File: src/rtl/feistel_lfsr_if.sv
// Block handshake bundle for feistel_lfsr_engine.
//   in_valid / in_ready / in_enc_dec / in_data    : block offered to the core
//   out_valid / out_ready / out_data              : result returned by the core
// master = host side (drives the input block and out_ready), slave = cipher core.
interface feistel_lfsr_if #(
    parameter int BLOCK_W = 64
);
    logic               in_valid;
    logic               in_ready;
    logic               in_enc_dec;
    logic [BLOCK_W-1:0] in_data;
    logic               out_valid;
    logic               out_ready;
    logic [BLOCK_W-1:0] out_data;

    modport master (
        output in_valid, in_enc_dec, in_data, out_ready,
        input  in_ready, out_valid, out_data
    );

    modport slave (
        input  in_valid, in_enc_dec, in_data, out_ready,
        output in_ready, out_valid, out_data
    );
endinterface

File: src/rtl/feistel_lfsr_engine.sv
// Iterative Feistel cipher core with an LFSR-derived round-key table.
// One round per clock; one block in flight; valid/ready on both sides.
//   clk, rst_n  : rising-edge clock, asynchronous active-low reset
//   key_load    : pulse in IDLE to regenerate the key table from key_in
//   key_in      : key seed (0 selects LFSR_SEED)
//   keys_valid  : key table complete and usable
//   busy        : core is not IDLE
//   bus         : slave side of feistel_lfsr_if (input block / result)
module feistel_lfsr_engine #(
    parameter int                   BLOCK_W   = 64,
    parameter int                   ROUNDS    = 8,
    parameter logic [BLOCK_W/2-1:0] LFSR_TAPS = 32'h8020_0003,
    parameter logic [BLOCK_W/2-1:0] LFSR_SEED = 32'hACE1_ACE1
) (
    input  logic                 clk,
    input  logic                 rst_n,
    input  logic                 key_load,
    input  logic [BLOCK_W/2-1:0] key_in,
    output logic                 keys_valid,
    output logic                 busy,
    feistel_lfsr_if.slave        bus
);
    localparam int HALF_W = BLOCK_W / 2;
    localparam int RW     = $clog2(ROUNDS);
    localparam logic [RW-1:0] LAST = RW'(ROUNDS - 1);

    typedef enum logic [1:0] {IDLE, KEYGEN, RUN, HOLD} state_t;

    state_t              state, state_nxt;
    logic [HALF_W-1:0]   key_tbl [ROUNDS];
    logic [HALF_W-1:0]   lfsr;
    logic [HALF_W-1:0]   l_half, r_half;
    logic [RW-1:0]       round_cnt, kg_cnt;
    logic                mode;
    logic                out_valid_q;
    logic [BLOCK_W-1:0]  out_data_q;

    logic [RW-1:0]       key_sel;
    logic [HALF_W-1:0]   f_out, r_next, lfsr_nxt;
    logic                rc_last, kg_last, accept;

    // Galois step: shift right, fold the taps in when a 1 falls out.
    function automatic logic [HALF_W-1:0] lfsr_step(input logic [HALF_W-1:0] s);
        return s[0] ? ((s >> 1) ^ LFSR_TAPS) : (s >> 1);
    endfunction

    // Round function: rotate-left-by-3 of R^K, then add K modulo 2^HALF_W.
    function automatic logic [HALF_W-1:0] round_f(input logic [HALF_W-1:0] r,
                                                   input logic [HALF_W-1:0] k);
        logic [HALF_W-1:0] x;
        x = r ^ k;
        return {x[HALF_W-4:0], x[HALF_W-1:HALF_W-3]} + k;
    endfunction

    assign rc_last  = (round_cnt == LAST);
    assign kg_last  = (kg_cnt == LAST);
    // Decryption walks the same table backwards.
    assign key_sel  = mode ? round_cnt : (LAST - round_cnt);
    assign f_out    = round_f(r_half, key_tbl[key_sel]);
    assign r_next   = l_half ^ f_out;
    assign lfsr_nxt = lfsr_step(lfsr);

    // key_load masks in_ready so a simultaneous request goes to key generation.
    assign bus.in_ready  = (state == IDLE) && keys_valid && !key_load;
    assign accept        = bus.in_valid && bus.in_ready;
    assign bus.out_valid = out_valid_q;
    assign bus.out_data  = out_data_q;
    assign busy          = (state != IDLE);

    always_ff @(posedge clk or negedge rst_n) begin
        if (!rst_n) state <= IDLE;
        else        state <= state_nxt;
    end

    always_comb begin
        state_nxt = state;
        case (state)
            IDLE:   if (key_load)    state_nxt = KEYGEN;
                    else if (accept) state_nxt = RUN;
            KEYGEN: if (kg_last)     state_nxt = IDLE;
            RUN:    if (rc_last)     state_nxt = HOLD;
            HOLD:   if (bus.out_ready) state_nxt = IDLE;
            default:                 state_nxt = IDLE;
        endcase
    end

    always_ff @(posedge clk or negedge rst_n) begin
        if (!rst_n) begin
            keys_valid  <= 1'b0;
            out_valid_q <= 1'b0;
            out_data_q  <= '0;
            l_half      <= '0;
            r_half      <= '0;
            round_cnt   <= '0;
            kg_cnt      <= '0;
            mode        <= 1'b0;
            lfsr        <= '0;
            for (int i = 0; i < ROUNDS; i++) key_tbl[i] <= '0;
        end else begin
            case (state)
                IDLE: begin
                    if (key_load) begin
                        keys_valid <= 1'b0;
                        kg_cnt     <= '0;
                        lfsr       <= (key_in != '0) ? key_in : LFSR_SEED;
                    end else if (accept) begin
                        l_half    <= bus.in_data[BLOCK_W-1:HALF_W];
                        r_half    <= bus.in_data[HALF_W-1:0];
                        mode      <= bus.in_enc_dec;
                        round_cnt <= '0;
                    end
                end
                KEYGEN: begin
                    lfsr            <= lfsr_nxt;
                    key_tbl[kg_cnt] <= lfsr_nxt;
                    if (kg_last) keys_valid <= 1'b1;
                    else         kg_cnt     <= kg_cnt + 1'b1;
                end
                RUN: begin
                    l_half <= r_half;
                    r_half <= r_next;
                    if (rc_last) begin
                        // Output {R,L} so the last round's swap is undone.
                        out_data_q  <= {r_next, r_half};
                        out_valid_q <= 1'b1;
                    end else begin
                        round_cnt <= round_cnt + 1'b1;
                    end
                end
                HOLD: begin
                    if (bus.out_ready) out_valid_q <= 1'b0;
                end
                default: ;
            endcase
        end
    end
endmodule
File: src/flat_wrapper.sv
// flat-port wrapper written by rule: the top's interface ports become plain ports
module feistel_lfsr_engine_flat 
#(
    parameter int                   BLOCK_W   = 64,
    parameter int                   ROUNDS    = 8,
    parameter logic [BLOCK_W/2-1:0] LFSR_TAPS = 32'h8020_0003,
    parameter logic [BLOCK_W/2-1:0] LFSR_SEED = 32'hACE1_ACE1
)
  (clk, rst_n, key_load, key_in, keys_valid, busy, bus_in_valid, bus_in_enc_dec, bus_in_data, bus_out_ready, bus_in_ready, bus_out_valid, bus_out_data);
  feistel_lfsr_if #(.BLOCK_W(BLOCK_W)) bus_i ();
  input  logic clk;
  input  logic rst_n;
  input  logic key_load;
  input  logic [BLOCK_W/2-1:0] key_in;
  output logic keys_valid;
  output logic busy;
  input wire logic [$bits(bus_i.in_valid)-1:0] bus_in_valid;
  input wire logic [$bits(bus_i.in_enc_dec)-1:0] bus_in_enc_dec;
  input wire logic [$bits(bus_i.in_data)-1:0] bus_in_data;
  input wire logic [$bits(bus_i.out_ready)-1:0] bus_out_ready;
  output wire logic [$bits(bus_i.in_ready)-1:0] bus_in_ready;
  output wire logic [$bits(bus_i.out_valid)-1:0] bus_out_valid;
  output wire logic [$bits(bus_i.out_data)-1:0] bus_out_data;
  assign bus_i.in_valid = bus_in_valid;
  assign bus_i.in_enc_dec = bus_in_enc_dec;
  assign bus_i.in_data = bus_in_data;
  assign bus_i.out_ready = bus_out_ready;
  assign bus_in_ready = bus_i.in_ready;
  assign bus_out_valid = bus_i.out_valid;
  assign bus_out_data = bus_i.out_data;
  feistel_lfsr_engine #(.BLOCK_W(BLOCK_W), .ROUNDS(ROUNDS), .LFSR_TAPS(LFSR_TAPS), .LFSR_SEED(LFSR_SEED)) u_core (.clk(clk), .rst_n(rst_n), .key_load(key_load), .key_in(key_in), .keys_valid(keys_valid), .busy(busy), .bus(bus_i));
endmodule
File: config.mk
export PLATFORM = sky130hd
export DESIGN_NAME = feistel_lfsr_engine_flat
export DESIGN_NICKNAME = d
export VERILOG_FILES = /design/src/rtl/feistel_lfsr_if.sv /design/src/rtl/feistel_lfsr_engine.sv /design/src/flat_wrapper.sv
export SDC_FILE = /design/constraint.sdc
export NUM_CORES = 1
export LEC_CHECK = 0
export BUFFER_PORTS_ARGS = -buffer_cell sky130_fd_sc_hd__buf_2
export CAP_MARGIN = 20
export CELL_PAD_IN_SITES_DETAIL_PLACEMENT = 2
export CELL_PAD_IN_SITES_GLOBAL_PLACEMENT = 2
export CORE_UTILIZATION = 45
export CTS_CLUSTER_DIAMETER = 30
export CTS_CLUSTER_SIZE = 28
export DETAILED_ROUTE_END_ITERATION = 7
export MAX_ROUTING_LAYER = met4
export PLACE_DENSITY_LB_ADDON = 0.3
export SLEW_MARGIN = 15
export SYNTH_ARGS = -nofsm -noshare
export SYNTH_HDL_FRONTEND = slang
export SYNTH_SLANG_ARGS = --single-unit
export TNS_END_PERCENT = 100
File: constraint.sdc
create_clock -name clk -period 10.1 [get_ports clk]
set_input_delay 3.03 -clock clk [delete_from_list [all_inputs] [get_ports clk]]
set_output_delay 3.03 -clock clk [all_outputs]
set_load 0.02 [all_outputs]
==> metrics.md, run 1 <==
| Metric | Value |
|---|---|
| Placeable core area | `0.04695 mm^2` |
| Seq/Total Area, Yosys | `49.52%` |
| Post-synthesis mux area share | `23.99%` |
| FF-to-FF Start | `u_core.round_cnt[0]` |
| Vias in the first global route | `roughly 20,000` |
| Antenna violations before repair | `1` |
| Hold Path Origin | `u_core.bus.out_data[43]` |
| Largest net degree at the start of global routing | `between 150 and 200` |
| Final wirelength | `approximately 98,000 um` |
| Fin crit period | `7.426 ns` |
| Detailed placement HPWL | `about 47,000 um` |
| Crit-path max cell delay | `0.82 ns` |
| Maximum clock rate | `about 0.13 GHz` |
| Crit path cell chain | `buf_4 -> xnor2_2 -> buf_4 -> mux4_2 -> mux2_2 -> xor2_1 -> ha_1 -> fa_1 -> a21o_1 -> o211ai_1 -> a32oi_1 -> o311ai_0 -> a2111oi_4 -> o31ai_1 -> a21oi_2 -> nor2_4 -> nor2b_1 -> o41ai_1 -> o31ai_1` |
| Global-route wire length before repair | `between 100,000 and 150,000 um` |
| Post-Syn Area per Cell | `11.96 um^2` |
| Post-synth EDFFs | `0` |
| RSZ-0062 raised after global routing | `no` |
| CTS clk-pin slew, worst paths | `roughly 0.050 ns` |
| Die Area | `approximately 0.05 mm^2` |
| Post-synthesis compound-gate area fraction | `9.538%` |
| Vias per cell | `approximately 6.6` |
| Antenna-violating nets left | `0` |
| Worst Setup End Kind | `flip-flop` |
| CTS resizes | `0` |
| Hold path depth | `2` |
| Pre-Repair DR Iteration Count | `5` |
| GRT Overall Usage | `roughly two fifths` |
| Commonest non-fill, non-tap cell in the layout | `dfrtp_1` |
| Fraction of layout cells with a size suffix above 1 | `about two fifths` |
| Yosys synthesis warning count | `0` |
| Setup_tns | `0 ns` |
| Slew Limit Fails | `0` |
| DRC | `0` |
| Worst EP arrival | `7.93 ns` |
| Reg2Reg Depth | `19` |
| Clock root cell | `clkbuf_16` |
| Most frequent cells in the layout | `dfrtp_1 (427), mux2_2 (322), nand2_1 (186), buf_2 (168), o21ai_0 (120)` |
| Worst hold slack | `between 0.4 and 0.5 ns` |
| Adder-cell share of the synthesized area | `approximately 2.1%` |
| XOR/XNOR Fraction of Synth Area | `approximately 4.1%` |
| Row count | `around 80` |
| Worst path required time | `10.61 ns` |
| Area grow syn2layout | `24.39%` |
| CP startpoint | `u_core.round_cnt[0]` |
| Final setup fails | `0` |
| Cells after Synth | `1,805` |
| FF-to-FF End | `u_core.bus.out_data[52]` |
| Max cap viols | `0` |
| Mapped Area | `between 0.02 and 0.025 mm^2` |
| Buf/Inv on CP | `2` |
| Die X-Extent | `roughly 220 um` |
| RD Place Congestion | `around 0.86` |
| Worst slew margin | `roughly a quarter` |
| CTS tree | `yes` |
| Post-CTS Setup Inserts | `0` |
| Crit path max-delay cell type | `buf_4` |
| Top Ports | `170` |
| Syn nets | `just under 2,000` |
| Worst hold path endpoint | `u_core.bus.out_data[43]` |
| DIE HEIGHT | `221.0 um` |
| CP startpoint kind | `flip-flop` |
| Layout fillers | `roughly 4,300` |
| Post-Synth Simple-Gate Area | `roughly 8%` |
| PortBufs | `between 150 and 200` |
| CTS HTree Levels | `3` |
| Ys flop type | `dfrtp_1` |
| TritonCTS Sinks | `427` |
| Nets@finish | `roughly 2,100` |
| Largest family of logic cells by synthesized area | `multiplexers` |
| Post-synth cell types | `80` |
| Yosys top cell by area | `dfrtp_1` |
| Final clock skew | `about 0.043 ns` |
| CP Class | `flip-flop to flip-flop` |
| Synth top area cells | `dfrtp_1 (50%), mux2_2 (17%), mux4_2 (5.4%)` |
| Wire per inst | `around 37 um` |
| 1st-iter DRT viols | `between 1,500 and 2,000` |
| Flop2flop setup slack | `between 2 and 3 ns` |
| Num CTS Buffers | `around 100` |
| Synth top area share | `49.52%` |
| Worst hold path type | `flip-flop to flip-flop` |
| Post-CTS Hold Buffers | `0` |
| Asr flop ratio synth | `100.0%` |
| Max FO, Critical Path | `52` |
| Initial Util | `a little under half` |
| Critical path's top delay family | `compound AO/OA/AOI/OAI gates` |
| GRT Residual Overflow | `0` |
| Vias after detailed routing | `~18,000` |
| Clk buf depth | `3` |
| Period utilisation layout | `about three quarters` |
| Status | `complete, no violations` |
| #FFs+latches synth | `between 400 and 500` |
| Worst Max-Slew Pin Slew | `around 1.1 ns` |
| Clk Latency, worst-skew pair | `slightly below 0.7 ns` |
| Final hold viol count | `0` |
area by class of cell:
class	count	area [um^2]	area share [%]
clock buffers	134	2957	11.01
clock inverters	62	920.9	3.431
well taps	607	759.5	2.829
multi-input cells	1226	10340	38.51
diodes	3	7.507	0.02797
repair buffers	197	1106	4.120
inverters	19	71.32	0.2657
flip-flops and latches	427	10690	39.81
logic make-up after synthesis:
group                      count (synthesis)
AOI/OAI and AO/OA                        324
xor gates and xnor gates                 101
adders and majority gates                 36
buffers and inverters                    152
DFF                                      427
muxes                                    412
and+or+nand+nor                          353
how the worst max path moves through the flow:
stage               cells after the start  slack [ns]                       to
floorplan                               1        3.50             bus_in_ready
global placement                        3        3.31             bus_in_ready
detailed placement                      3        3.26             bus_in_ready
CTS                                    19        3.01  u_core.bus.out_data[52]
global route                           19        2.61  u_core.bus.out_data[52]
finish                                 19        2.67  u_core.bus.out_data[52]
Yosys cell counts (all sizes together), types with 6 or more instances:
master / n
dfrtp: 427
mux2: 322
nand2: 187
o21ai: 146
clkbuf: 101
xnor2: 56
nor2: 53
mux4: 52
a21oi: 46
xor2: 45
mux2i: 38
ha: 35
a22oi: 33
buf: 32
inv: 19
nand3b: 15
o22ai: 14
a21o: 12
nand3: 11
nor3b: 11
nor4: 11
nor2b: 10
and2: 8
nor3: 8
o31ai: 8
and3b: 7
o21bai: 7
a31oi: 6
flip-flops by register name, summed over array words and instances, names as in the netlist:
name                  cells
u_core.l_half            32
u_core.lfsr              32
u_core.keys_valid         1
u_core.state              2
u_core.mode               1
u_core.bus.out_valid      1
u_core.key_tbl          256
u_core.bus.out_data      64
u_core.kg_cnt             3
u_core.r_half            32
u_core.round_cnt          3
per-stage QoR:
step / area, um^2 / util (%) / setup WS, ns / instances
global placement: 22910 / 48.80 / 3.307 / 2472
detailed placement: 22940 / 48.85 / 3.263 / 2474
finish: 26840 / 57.17 / 2.674 / 2675
CTS: 26810 / 57.11 / 3.012 / 2670
floorplan: 21580 / - / 3.495 / 1805
global route: 26840 / 57.16 / 2.612 / 2673
worst register-to-register path, cell delays in order (launching register included):
cell	delay [ns]
dfrtp_1	0.35
buf_4	0.45
xnor2_2	0.19
buf_4	0.82
mux4_2	0.74
mux2_2	0.33
xor2_1	0.18
ha_1	0.28
fa_1	0.50
a21o_1	0.22
o211ai_1	0.26
a32oi_1	0.25
o311ai_0	0.78
a2111oi_4	0.15
o31ai_1	0.48
a21oi_2	0.18
nor2_4	0.26
nor2b_1	0.12
o41ai_1	0.56
o31ai_1	0.18
metal layers:
metal  track usage [%]  part of all wire [%]  up-vias
met1             45.90                    39     9339
met4             17.35                   5.0        0
met5                 -                     0        -
met3             6.613                   6.6      357
li1                  -                     -     6895
met2             63.92                    50     1009
Power of run 1 is not shown: default switching activity piles up to over one toggle a cycle in this logic, so the estimate is an artifact.
==> run 2, diff against run 1 <==
--- a/config.mk
+++ b/config.mk
@@ -5,11 +5,12 @@
 export SDC_FILE = /design/constraint.sdc
 export NUM_CORES = 1
 export LEC_CHECK = 0
+export ABC_AREA = 1
 export BUFFER_PORTS_ARGS = -buffer_cell sky130_fd_sc_hd__buf_2
 export CAP_MARGIN = 20
 export CELL_PAD_IN_SITES_DETAIL_PLACEMENT = 2
 export CELL_PAD_IN_SITES_GLOBAL_PLACEMENT = 2
-export CORE_UTILIZATION = 45
+export CORE_UTILIZATION = 36
 export CTS_CLUSTER_DIAMETER = 30
 export CTS_CLUSTER_SIZE = 28
 export DETAILED_ROUTE_END_ITERATION = 7
==> constraint.sdc (replaced) <==
create_clock -name clk -period 7.4 [get_ports clk]
set_input_delay 2.22 -clock clk [delete_from_list [all_inputs] [get_ports clk]]
set_output_delay 2.22 -clock clk [all_outputs]
set_load 0.02 [all_outputs]
==> metrics.md, run 2 <==
| Metric | Value |
|---|---|
| Met2 Use GR | `a little over half` |
| PortBufs | `169` |
| Synth top area share | `between 50% and 60%` |
| Die Area | `around 0.06 mm^2` |
| Worst path required time | `roughly 7.9 ns` |
| Most frequent cells in the layout | `nand2_1 (771), dfrtp_1 (427), o21ai_0 (380), inv_1 (222), buf_2 (168)` |
| Initial Util | `36.64%` |
| Period utilisation layout | `about three quarters` |
| Max cap viols | `0` |
| Post-synth EDFFs | `0` |
| Most flops, register | `u_core.key_tbl` |
| DRC | `0` |
| #FFs+latches synth | `427` |
| CTS tree | `yes` |
| CTS HTree Levels | `3` |
| Row count | `88` |
| Worst hold path type | `flip-flop to flip-flop` |
| Status | `complete, no violations` |
| Nets@finish | `roughly 3,000` |
| Vias after detailed routing | `approximately 20,000` |
| Global-route wire length before repair | `139,800 um` |
| Fin crit period | `between 5 and 6 ns` |
| GRT Residual Overflow | `0` |
| Setup_tns | `0 ns` |
| Post-DP Area | `between 0.02 and 0.025 mm^2` |
| Clk Latency, worst-skew pair | `around 0.67 ns` |
| TritonCTS Sinks | `roughly 430` |
| Placeable core area | `0.05792 mm^2` |
| Area grow syn2layout | `26.07%` |
| Busiest grt layer | `met2` |
| Worst EP arrival | `~6 ns` |
| CP Class | `flip-flop to flip-flop` |
| Leading cell type by number of instances after synthesis | `nand2_1` |
| CP startpoint kind | `flip-flop` |
| Final Core Density | `between 40% and 50%` |
| Worst Setup End Kind | `flip-flop` |
| Worst Max-Slew Pin Slew | `approximately 1.1 ns` |
| Asr flop ratio synth | `100.0%` |
| Maximum clock rate | `0.1808 GHz` |
| Mapped Area | `0.02122 mm^2` |
| Clk buf depth | `3` |
| Final clock skew | `roughly 0.029 ns` |
| Num CTS Buffers | `111` |
| CTS resizes | `0` |
| Post-Syn Area per Cell | `~8.1 um^2` |
| Yosys top cell by area | `dfrtp_1` |
| Worst slew margin | `25.92%` |
| Post-synth cell types | `46` |
| Detailed placement HPWL | `54,470 um` |
| Ys flop type | `dfrtp_1` |
| Post-route cell area | `roughly 0.027 mm^2` |
| Commonest cells in the synthesized netlist | `nand2_1 (774), dfrtp_1 (427), o21ai_0 (380)` |
| 1st-iter DRT viols | `977` |
| Final setup fails | `0` |
| Commonest non-fill, non-tap cell in the layout | `nand2_1` |
| Antenna violations before repair | `1` |
| Die X-Extent | `roughly 240 um` |
| Antenna-violating nets left | `0` |
| Wire per inst | `24.55 um` |
| Fraction of layout cells with a size suffix above 1 | `around 15%` |
| Slew Limit Fails | `0` |
| Final hold viol count | `0` |
| Max reg flops | `~260` |
| Reg2Reg Depth | `26` |
| Post-CTS Setup Inserts | `0` |
| CTS clk-pin slew, worst paths | `approximately 0.04 ns` |
| Syn nets | `about 2,800` |
| Vias per cell | `5.584` |
| Clock root cell | `clkbuf_16` |
| Post-CTS Hold Buffers | `0` |
| Hold path depth | `2` |
| Vias in the first global route | `23,440` |
| Seq/Total Area, Yosys | `50.35%` |
| Max FO, Critical Path | `40` |
| Synth top area cells | `dfrtp_1 (50%), nand2_1 (14%), o21ai_0 (9.0%)` |
| Top Ports | `170` |
| Pre-Repair DR Iteration Count | `5` |
| Largest net degree at the start of global routing | `approximately 140` |
| RSZ-0062 raised after global routing | `no` |
| Final wirelength | `approximately 90,000 um` |
| Cells after Synth | `2,636` |
| GRT Overall Usage | `between 30 and 40%` |
| Yosys synthesis warning count | `0` |
| RD Place Congestion | `0.8798` |
| DIE HEIGHT | `roughly 240 um` |
| Met1 Track Usage GR | `a little over a third` |
| M3 GR Usage | `roughly 4.8%` |
## run 2: changes by cell type after synthesis, sizes merged, moves of 44 or more
cell	previous run	this run
inv	19	226
mux2	322	5
mux4	52	0
nand2	187	789
nand3	11	118
nor2	53	153
o211ai	4	62
o21ai	146	391
xnor2	56	12
## run 2: area by class of cell
type                       count  area, um^2
fill                        6360       31160
sequential                   427       10690
multi-input combinational   1825        9130
clock buffer                 153        3228
timing repair buffer         198        1111
tap                          765       957.2
inverter                     236       887.1
clock inverter                54       750.7
antenna                        2       5.005
## run 2: worst max-delay path, cell delays in order (launching register included)
cell and delay, ns:
dfrtp_1 0.46, inv_2 0.15, nand2_1 0.09, nand2_2 0.25, clkinv_2 0.59, o21ai_0 0.33, o22ai_1 0.14, o22ai_1 0.39
ha_1 0.29, fa_1 0.24, nand2_1 0.07, nand2_1 0.08, a21oi_1 0.10, o21ai_0 0.44, inv_1 0.08, o21ai_0 0.67
nand3_2 0.17, nand2_2 0.11, nand2_1 0.06, nand2_2 0.11, nand2_1 0.08, nand2_1 0.08, nand2_1 0.06, nand2_1 0.10
nand2_1 0.08, nand2_1 0.09, o21ai_1 0.06
## run 2: final timing paths
| path | slack (ns) | from | to |
|---|---|---|---|
| worst max register to register | 1.87 | u_core.mode | u_core.r_half[24] |
| min in group asynchronous | 1.57 | rst_n | u_core.bus.out_data[11] |
| worst min register to register | 0.48 | u_core.bus.out_data[14] | u_core.bus.out_data[14] |
| worst min-delay path | 0.48 | u_core.bus.out_data[14] | u_core.bus.out_data[14] |
| max in group asynchronous | 4.34 | rst_n | u_core.key_tbl[13] |
| worst max-delay path | 1.87 | u_core.mode | u_core.r_half[24] |
## run 2: kinds of logic after synthesis
logic type | after synthesis | share of synthesized area (%)
buffers and inverters | 384 | 6.933
XOR/XNOR | 85 | 3.543
flip-flops | 427 | 50.35
adder cells (fa/ha/maj) | 36 | 2.158
AND/OR/NAND/NOR | 1091 | 20.65
multiplexers | 5 | 0.2653
AO/OA/AOI/OAI | 608 | 16.10
## run 2: stage by stage
step | cells | setup WS [ns] | hold WS, ns
after floorplan | 2636 | 2.416 | 0.4367
after CTS | 3657 | 1.902 | 0.4875
after global placement | 3450 | 2.299 | 0.4521
final | 3660 | 1.868 | 0.4818
after detailed placement | 3450 | 2.022 | 0.4725
after global routing | 3659 | 1.428 | 0.5001
## run 2: layer usage
| metal | wire (um) | vias up | part of all wire [%] |
|---|---|---|---|
| li1 | - | 9013 | - |
| met1 | 37040 | 10670 | 41 |
| met2 | 46010 | 530 | 51 |
| met3 | 3408 | 228 | 3.8 |
| met4 | 3386 | 0 | 3.8 |
| met5 | 0 | - | 0 |
Power of run 2 is left out for the same reason.
